### src/rtl/simon_keyslot_engine.sv
// simon_keyslot_engine: SLOTS-entry SIMON key store filled from a 32-bit TRNG stream,
// encrypting one block at a time under a selected slot with valid/ready handshakes.
module simon_core #(
    parameter int N = 16,
    parameter int M = 4,
    parameter int T = 32,
    parameter logic [61:0] Z = 62'b11111010001001010110000111001101111101000100101011000011100110
) (
    input  logic           clk,
    input  logic           rst,
    input  logic           en,
    input  logic [N*M-1:0] key,
    input  logic [2*N-1:0] pt,
    output logic           done,
    output logic [2*N-1:0] ct
);
    logic [N-1:0] x_q, x_d, y_q, y_d, tmp, tmp2, knew, f;
    logic [N-1:0] kw_q [M];
    logic [N-1:0] kw_d [M];
    logic [61:0]  z_q, z_d;
    logic [7:0]   rnd_q, rnd_d;
    logic         run_q, run_d;
    function automatic logic [N-1:0] rol(input logic [N-1:0] v, input int s);
        return (v << s) | (v >> (N - s));
    endfunction
    assign done = run_q && rnd_q == 8'(T);
    assign ct   = {x_q, y_q};
    always_comb begin
        tmp   = rol(kw_q[M-1], N - 3) ^ ((M == 4) ? kw_q[1] : '0);
        tmp2  = tmp ^ rol(tmp, N - 1);
        knew  = ~kw_q[0] ^ tmp2 ^ {{(N-2){1'b0}}, 2'b11} ^ {{(N-1){1'b0}}, z_q[61]};
        f     = (rol(x_q, 1) & rol(x_q, 8)) ^ rol(x_q, 2);
        x_d   = x_q;
        y_d   = y_q;
        kw_d  = kw_q;
        z_d   = z_q;
        rnd_d = rnd_q;
        run_d = run_q;
        if (!en) begin
            run_d = 1'b0;
        end else if (!run_q) begin
            run_d      = 1'b1;
            rnd_d      = '0;
            z_d        = Z;
            {x_d, y_d} = pt;
            for (int i = 0; i < M; i++) kw_d[i] = key[N*i +: N];
        end else if (!done) begin
            x_d = y_q ^ f ^ kw_q[0];
            y_d = x_q;
            for (int i = 0; i < M - 1; i++) kw_d[i] = kw_q[i+1];
            kw_d[M-1] = knew;
            z_d       = {z_q[60:0], z_q[61]};
            rnd_d     = rnd_q + 8'd1;
        end
    end
    always_ff @(posedge clk) begin
        if (rst) begin
            x_q   <= '0;
            y_q   <= '0;
            for (int i = 0; i < M; i++) kw_q[i] <= '0;
            z_q   <= '0;
            rnd_q <= '0;
            run_q <= 1'b0;
        end else begin
            x_q   <= x_d;
            y_q   <= y_d;
            kw_q  <= kw_d;
            z_q   <= z_d;
            rnd_q <= rnd_d;
            run_q <= run_d;
        end
    end
endmodule

module simon_keyslot_engine #(
    parameter int N = 16,
    parameter int M = 4,
    parameter int SLOTS = 8,
    localparam int K = N * M,
    localparam int SW = $clog2(SLOTS),
    localparam int WPK = (K + 31) / 32
) (
    input  logic             clk,
    input  logic             rst_n,
    input  logic             rng_valid,
    input  logic [31:0]      rng_word,
    input  logic             gen_req,
    input  logic [SW-1:0]    gen_slot,
    output logic             gen_ack,
    input  logic             zero_req,
    input  logic [SW-1:0]    zero_slot,
    input  logic             enc_valid,
    output logic             enc_ready,
    input  logic [SW-1:0]    enc_slot,
    input  logic [2*N-1:0]   enc_pt,
    output logic             out_valid,
    input  logic             out_ready,
    output logic [2*N-1:0]   out_ct,
    output logic             out_err,
    output logic [SLOTS-1:0] slot_valid,
    output logic             busy
);
    localparam int WCW = $clog2(WPK + 1);
    typedef enum logic [1:0] {IDLE, GEN, RUN, OUT} state_t;
    state_t            state_q, state_d;
    logic [K-1:0]      key_q [SLOTS];
    logic [K-1:0]      key_d [SLOTS];
    logic [SLOTS-1:0]  valid_q, valid_d;
    logic [32*WPK-1:0] shadow_q, shadow_d;
    logic [WCW-1:0]    wc_q, wc_d;
    logic [SW-1:0]     gslot_q, gslot_d;
    logic [2*N-1:0]    pt_q, pt_d, ct_q, ct_d, core_ct;
    logic [K-1:0]      ck_q, ck_d;
    logic              en_q, en_d, err_q, err_d, ack_q, ack_d, core_done;
    simon_core #(.N(N), .M(M)) u_core (
        .clk(clk), .rst(!rst_n), .en(en_q), .key(ck_q), .pt(pt_q), .done(core_done), .ct(core_ct)
    );
    assign enc_ready  = rst_n && state_q == IDLE && !zero_req && !gen_req;
    assign busy       = state_q != IDLE;
    assign out_valid  = state_q == OUT;
    assign out_ct     = ct_q;
    assign out_err    = err_q;
    assign gen_ack    = ack_q;
    assign slot_valid = valid_q;
    always_comb begin
        state_d  = state_q;
        key_d    = key_q;
        valid_d  = valid_q;
        shadow_d = shadow_q;
        wc_d     = wc_q;
        gslot_d  = gslot_q;
        pt_d     = pt_q;
        ck_d     = ck_q;
        en_d     = en_q;
        ct_d     = ct_q;
        err_d    = err_q;
        ack_d    = 1'b0;
        case (state_q)
            IDLE: begin
                if (zero_req) begin
                    key_d[zero_slot]   = '0;
                    valid_d[zero_slot] = 1'b0;
                end else if (gen_req) begin
                    state_d = GEN;
                    gslot_d = gen_slot;
                    wc_d    = '0;
                end else if (enc_valid && valid_q[enc_slot]) begin
                    pt_d    = enc_pt;
                    ck_d    = key_q[enc_slot];
                    en_d    = 1'b1;
                    state_d = RUN;
                end else if (enc_valid) begin
                    err_d   = 1'b1;
                    ct_d    = '0;
                    state_d = OUT;
                end
            end
            GEN: begin
                if (rng_valid) begin
                    shadow_d[32*wc_q +: 32] = rng_word;
                    wc_d = wc_q + 1'b1;
                    if (wc_q == WCW'(WPK - 1)) begin
                        key_d[gslot_q]   = shadow_d[K-1:0];
                        valid_d[gslot_q] = 1'b1;
                        ack_d            = 1'b1;
                        state_d          = IDLE;
                    end
                end
            end
            RUN: begin
                if (core_done) begin
                    ct_d    = core_ct;
                    en_d    = 1'b0;
                    state_d = OUT;
                end
            end
            default: begin
                if (out_ready) begin
                    err_d   = 1'b0;
                    ct_d    = '0;
                    state_d = IDLE;
                end
            end
        endcase
    end
    always_ff @(posedge clk) begin
        if (!rst_n) begin
            state_q  <= IDLE;
            for (int i = 0; i < SLOTS; i++) key_q[i] <= '0;
            valid_q  <= '0;
            shadow_q <= '0;
            wc_q     <= '0;
            gslot_q  <= '0;
            pt_q     <= '0;
            ck_q     <= '0;
            en_q     <= 1'b0;
            ct_q     <= '0;
            err_q    <= 1'b0;
            ack_q    <= 1'b0;
        end else begin
            state_q  <= state_d;
            key_q    <= key_d;
            valid_q  <= valid_d;
            shadow_q <= shadow_d;
            wc_q     <= wc_d;
            gslot_q  <= gslot_d;
            pt_q     <= pt_d;
            ck_q     <= ck_d;
            en_q     <= en_d;
            ct_q     <= ct_d;
            err_q    <= err_d;
            ack_q    <= ack_d;
        end
    end
endmodule

### config.mk
export PLATFORM = sky130hd
export DESIGN_NAME = simon_keyslot_engine
export DESIGN_NICKNAME = d
export VERILOG_FILES = /design/src/rtl/simon_keyslot_engine.sv
export SDC_FILE = /design/constraint.sdc
export NUM_CORES = 2
export LEC_CHECK = 0
export CAP_MARGIN = 10
export CORE_MARGIN = 1.5
export CORE_UTILIZATION = 63
export CTS_CLUSTER_DIAMETER = 100
export CTS_CLUSTER_SIZE = 28
export DETAILED_ROUTE_END_ITERATION = 8
export HOLD_SLACK_MARGIN = 0.03
export PLACE_DENSITY = 0.82
export REMOVE_ABC_BUFFERS = 1
export SLEW_MARGIN = 20
export SYNTH_ARGS = -nofsm -noshare
export SYNTH_HDL_FRONTEND = slang
export SYNTH_SLANG_ARGS = --single-unit
### constraint.sdc
create_clock -name clk -period 4.7 [get_ports clk]
set_input_delay 0.705 -clock clk [delete_from_list [all_inputs] [get_ports clk]]
set_output_delay 0.705 -clock clk [all_outputs]
set_load 0.1 [all_outputs]
==> out/results.ini <==
[detailed_routing]
vias = 26800
drt-initial-drc-count = 2433
drc_errors = 0
avgViaCountPerCell = 6.73
totalWireLength_um = 95300
ant_nets = 0
wl_per_cell_um = 23.9
drtPass1Iterations = 6

[logic_synthesis]
synth_area_per_cell_um2 = 10.8
synth_top_area_share = 0.485
synth_edf_count = 0
ys_seq_elements = 889
synth_ff_type = dfxtp_1
yosys_warnings = 0
synthesis.area_um2 = 36700
synth_top_cell_by_area = dfxtp_1
synth.area.top_cells = dfxtp_1 (48%), a22o_1 (12%), mux4_2 (7.9%)
synth_async_sr_flop_share = 0
synth_cell_type_count = 62
syn_inst = 3392
seq_area_frac_synth = 0.485

[worst_setup_path]
r2r_setup_slack_ps = 950
start_kind = flop
r2r-start = wc_q[0]
critPathCaptureType = flop
critPathRequiredTime_ps = 5250
critPathArrivalTime_ps = 4300
crit_end = key_q[93]
cp_max_fo = 32
reg2regPathDepth = 8
r2r-end = key_q[93]
criticalPathCategory = flop to flop
critPathLaunch = wc_q[0]

[clocking]
cts_max_path_buffers = 3
insertion_delay_ps = 610
cts_setup_buffers = 0
cts_tree = done
clock-root-buffer = clkbuf_16
htreeDepth = 2
cts_made_buffers = 37
clkTransAtPathRegs_ps = 110
cts.sink_count = 889
post_cts_resized = 0
cts_hold_buf = 0

[min_path]
hp-class = flop to flop
holdPathStages = 2

[placed_design]
io_buffers = 124
place_congestion = 0.860
dp_hpwl_um = 56200

[finish]
final_util = 0.674
nNetsFinal = 3311
area_delta_synth_final_pct = 5.87
drive_gt1_frac = 0.0800
nFillCells = 4273

[job]
cap_violations = 0

[timing]
rsz0062_at_grt = no
tns_ps = 0
min_period_ps = 3750
worst_slew_pin_slew_ps = 1190
finalHoldViolCount = 0
post-route-period-util = 0.797
slew_headroom = 0.202
skew_ps = 22.8
slew_violations = 0
setup_viol = 0
fmax_ghz = 0.267

[global_routing]
grt_pass1_wl_um = 150000
grt_pass1_vias = 26400
grt-ovfl-total = 0
antenna_found_initial = 2
grt_util_all_layers = 0.314
grt_max_degree = 166

[die]
die_w_um = 244
start_util = 0.636
core_um2 = 57700
dieArea_um2 = 59700
io_pins = 125
rows = 88
die_y_um = 244

[power_and_ir_drop]
vdd_drop_max_mv = 0.290
p_leak_nw = 15.0
powerDensity_nw_per_um2 = 355
power.total_mw = 13.8

[outcome]
status = completed

[critical path, cell delays in order (launching register included)]
cell      delay, ps
dfxtp_1         470
inv_1           190
ha_1            190
clkinv_1        780
nor3_4          440
buf_4           520
a32oi_1         320
nor2b_1         510
a22o_1          240
[layout make-up]
type	instances	area, um^2	share of cell area
diodes	1	2.50	0.0000644
well taps	765	957	0.0246
clock inverters	3	43.8	0.00113
inverters	11	41.3	0.00106
clock buffers	40	980	0.0252
repair buffers	169	1720	0.0443
flip-flops and latches	889	17800	0.458
multi-input cells	2113	17300	0.446
[cells in the mapped netlist, types with 2 or more instances]
library cell and n:
dfxtp_1 889, a22o_1 513, nand2_1 368, clkbuf_1 176, mux2i_1 175, nor2b_1 155
buf_2 150, o211a_1 129, mux4_2 128, a22oi_1 89, a21boi_0 85, xnor2_1 78
a21oi_1 66, nor2_1 61, nand3_1 52, buf_1 47, o21ai_0 41, xor2_1 26
a211o_1 19, and2_1 14, nand4_1 11, o21a_1 11, and3_1 10, ha_1 10
inv_1 10, o31ai_1 10, nand2b_1 9, a21boi_2 5, nor3_1 5, a32oi_1 4
o22ai_1 4, buf_8 3, nor4_1 3, nor4b_1 3, a31oi_1 2, and4_1 2
and4b_1 2, nor4_2 2, o221a_2 2
[cells in the final DEF, fill, tap and decap left out, types with 11 or more instances in the layout]
cell type,count
o21ai_0,40
nand4_1,11
nor2b_1,155
nand2_1,367
nor2_1,56
xor2_1,26
xnor2_1,78
clkdlybuf4s50_1,119
buf_12,11
a22o_1,513
nand3_1,52
o211a_1,129
dfxtp_1,888
a21boi_0,85
mux2i_1,175
a21oi_1,66
a211o_1,19
a22oi_1,89
clkbuf_16,39
mux4_2,128
buf_4,36
[state kept, by name (all words and copies together) (netlist names), 16 cells and up]
signal and flops:
u_core.x_q 16, key_q 512, u_core.z_q 62, u_core.kw_q 64
pt_q 32, shadow_q 64, u_core.y_q 16, out_ct 32
ck_q 64
[how the worst min path moves through the flow]
stage / to / slack, ps / from
floorplan: u_core.z_q[11] / 430 / u_core.z_q[10]
global placement: u_core.z_q[11] / 440 / u_core.z_q[10]
detailed placement: u_core.z_q[16] / 440 / u_core.z_q[16]
CTS: u_core.z_q[16] / 460 / u_core.z_q[16]
global route: u_core.z_q[41] / 480 / u_core.z_q[40]
finish: u_core.z_q[9] / 460 / u_core.z_q[8]
[kinds of logic after synthesis]
family,synth area share
multiplexers,0.127
XOR/XNOR,0.0248
buffers and inverters,0.0463
flip-flops,0.485
adder cells (fa/ha/maj),0.00341
AO/OA/AOI/OAI,0.223
AND/OR/NAND/NOR,0.0903
[power breakdown]
part / leakage, nW / switching (mW) / total [mW] / internal [mW]
registers: 7.16 / 0.105 / 7.75 / 7.65
logic: 7.28 / 1.50 / 2.15 / 0.649
clock network: 0.504 / 2.31 / 3.87 / 1.57
total: 15.0 / 3.91 / 13.8 / 9.86
[routing by layer]
| metal | track usage | vias to the layer above | share of wire |
|---|---|---|---|
| li1 | - | 12000 | - |
| met1 | 0.413 | 13400 | 0.41 |
| met2 | 0.516 | 1248 | 0.47 |
| met3 | 0.0474 | 204 | 0.080 |
| met4 | 0.135 | 2 | 0.039 |
| met5 | 0 | - | 0.00013 |
[through the flow]
stage / instance area [um^2] / setup slack (ps) / cells / hold slack, ps
2_1_floorplan: 35100 / -3480 / 3013 / 432
3_3_place_gp: 37800 / 1050 / 3947 / 437
3_5_place_dp: 37800 / 963 / 3947 / 443
4_1_cts: 38900 / 1040 / 3990 / 458
5_1_grt: 38900 / 829 / 3990 / 481
6_report: 38900 / 953 / 3991 / 456
No activity file was read; power rests on OpenSTA's default activity.
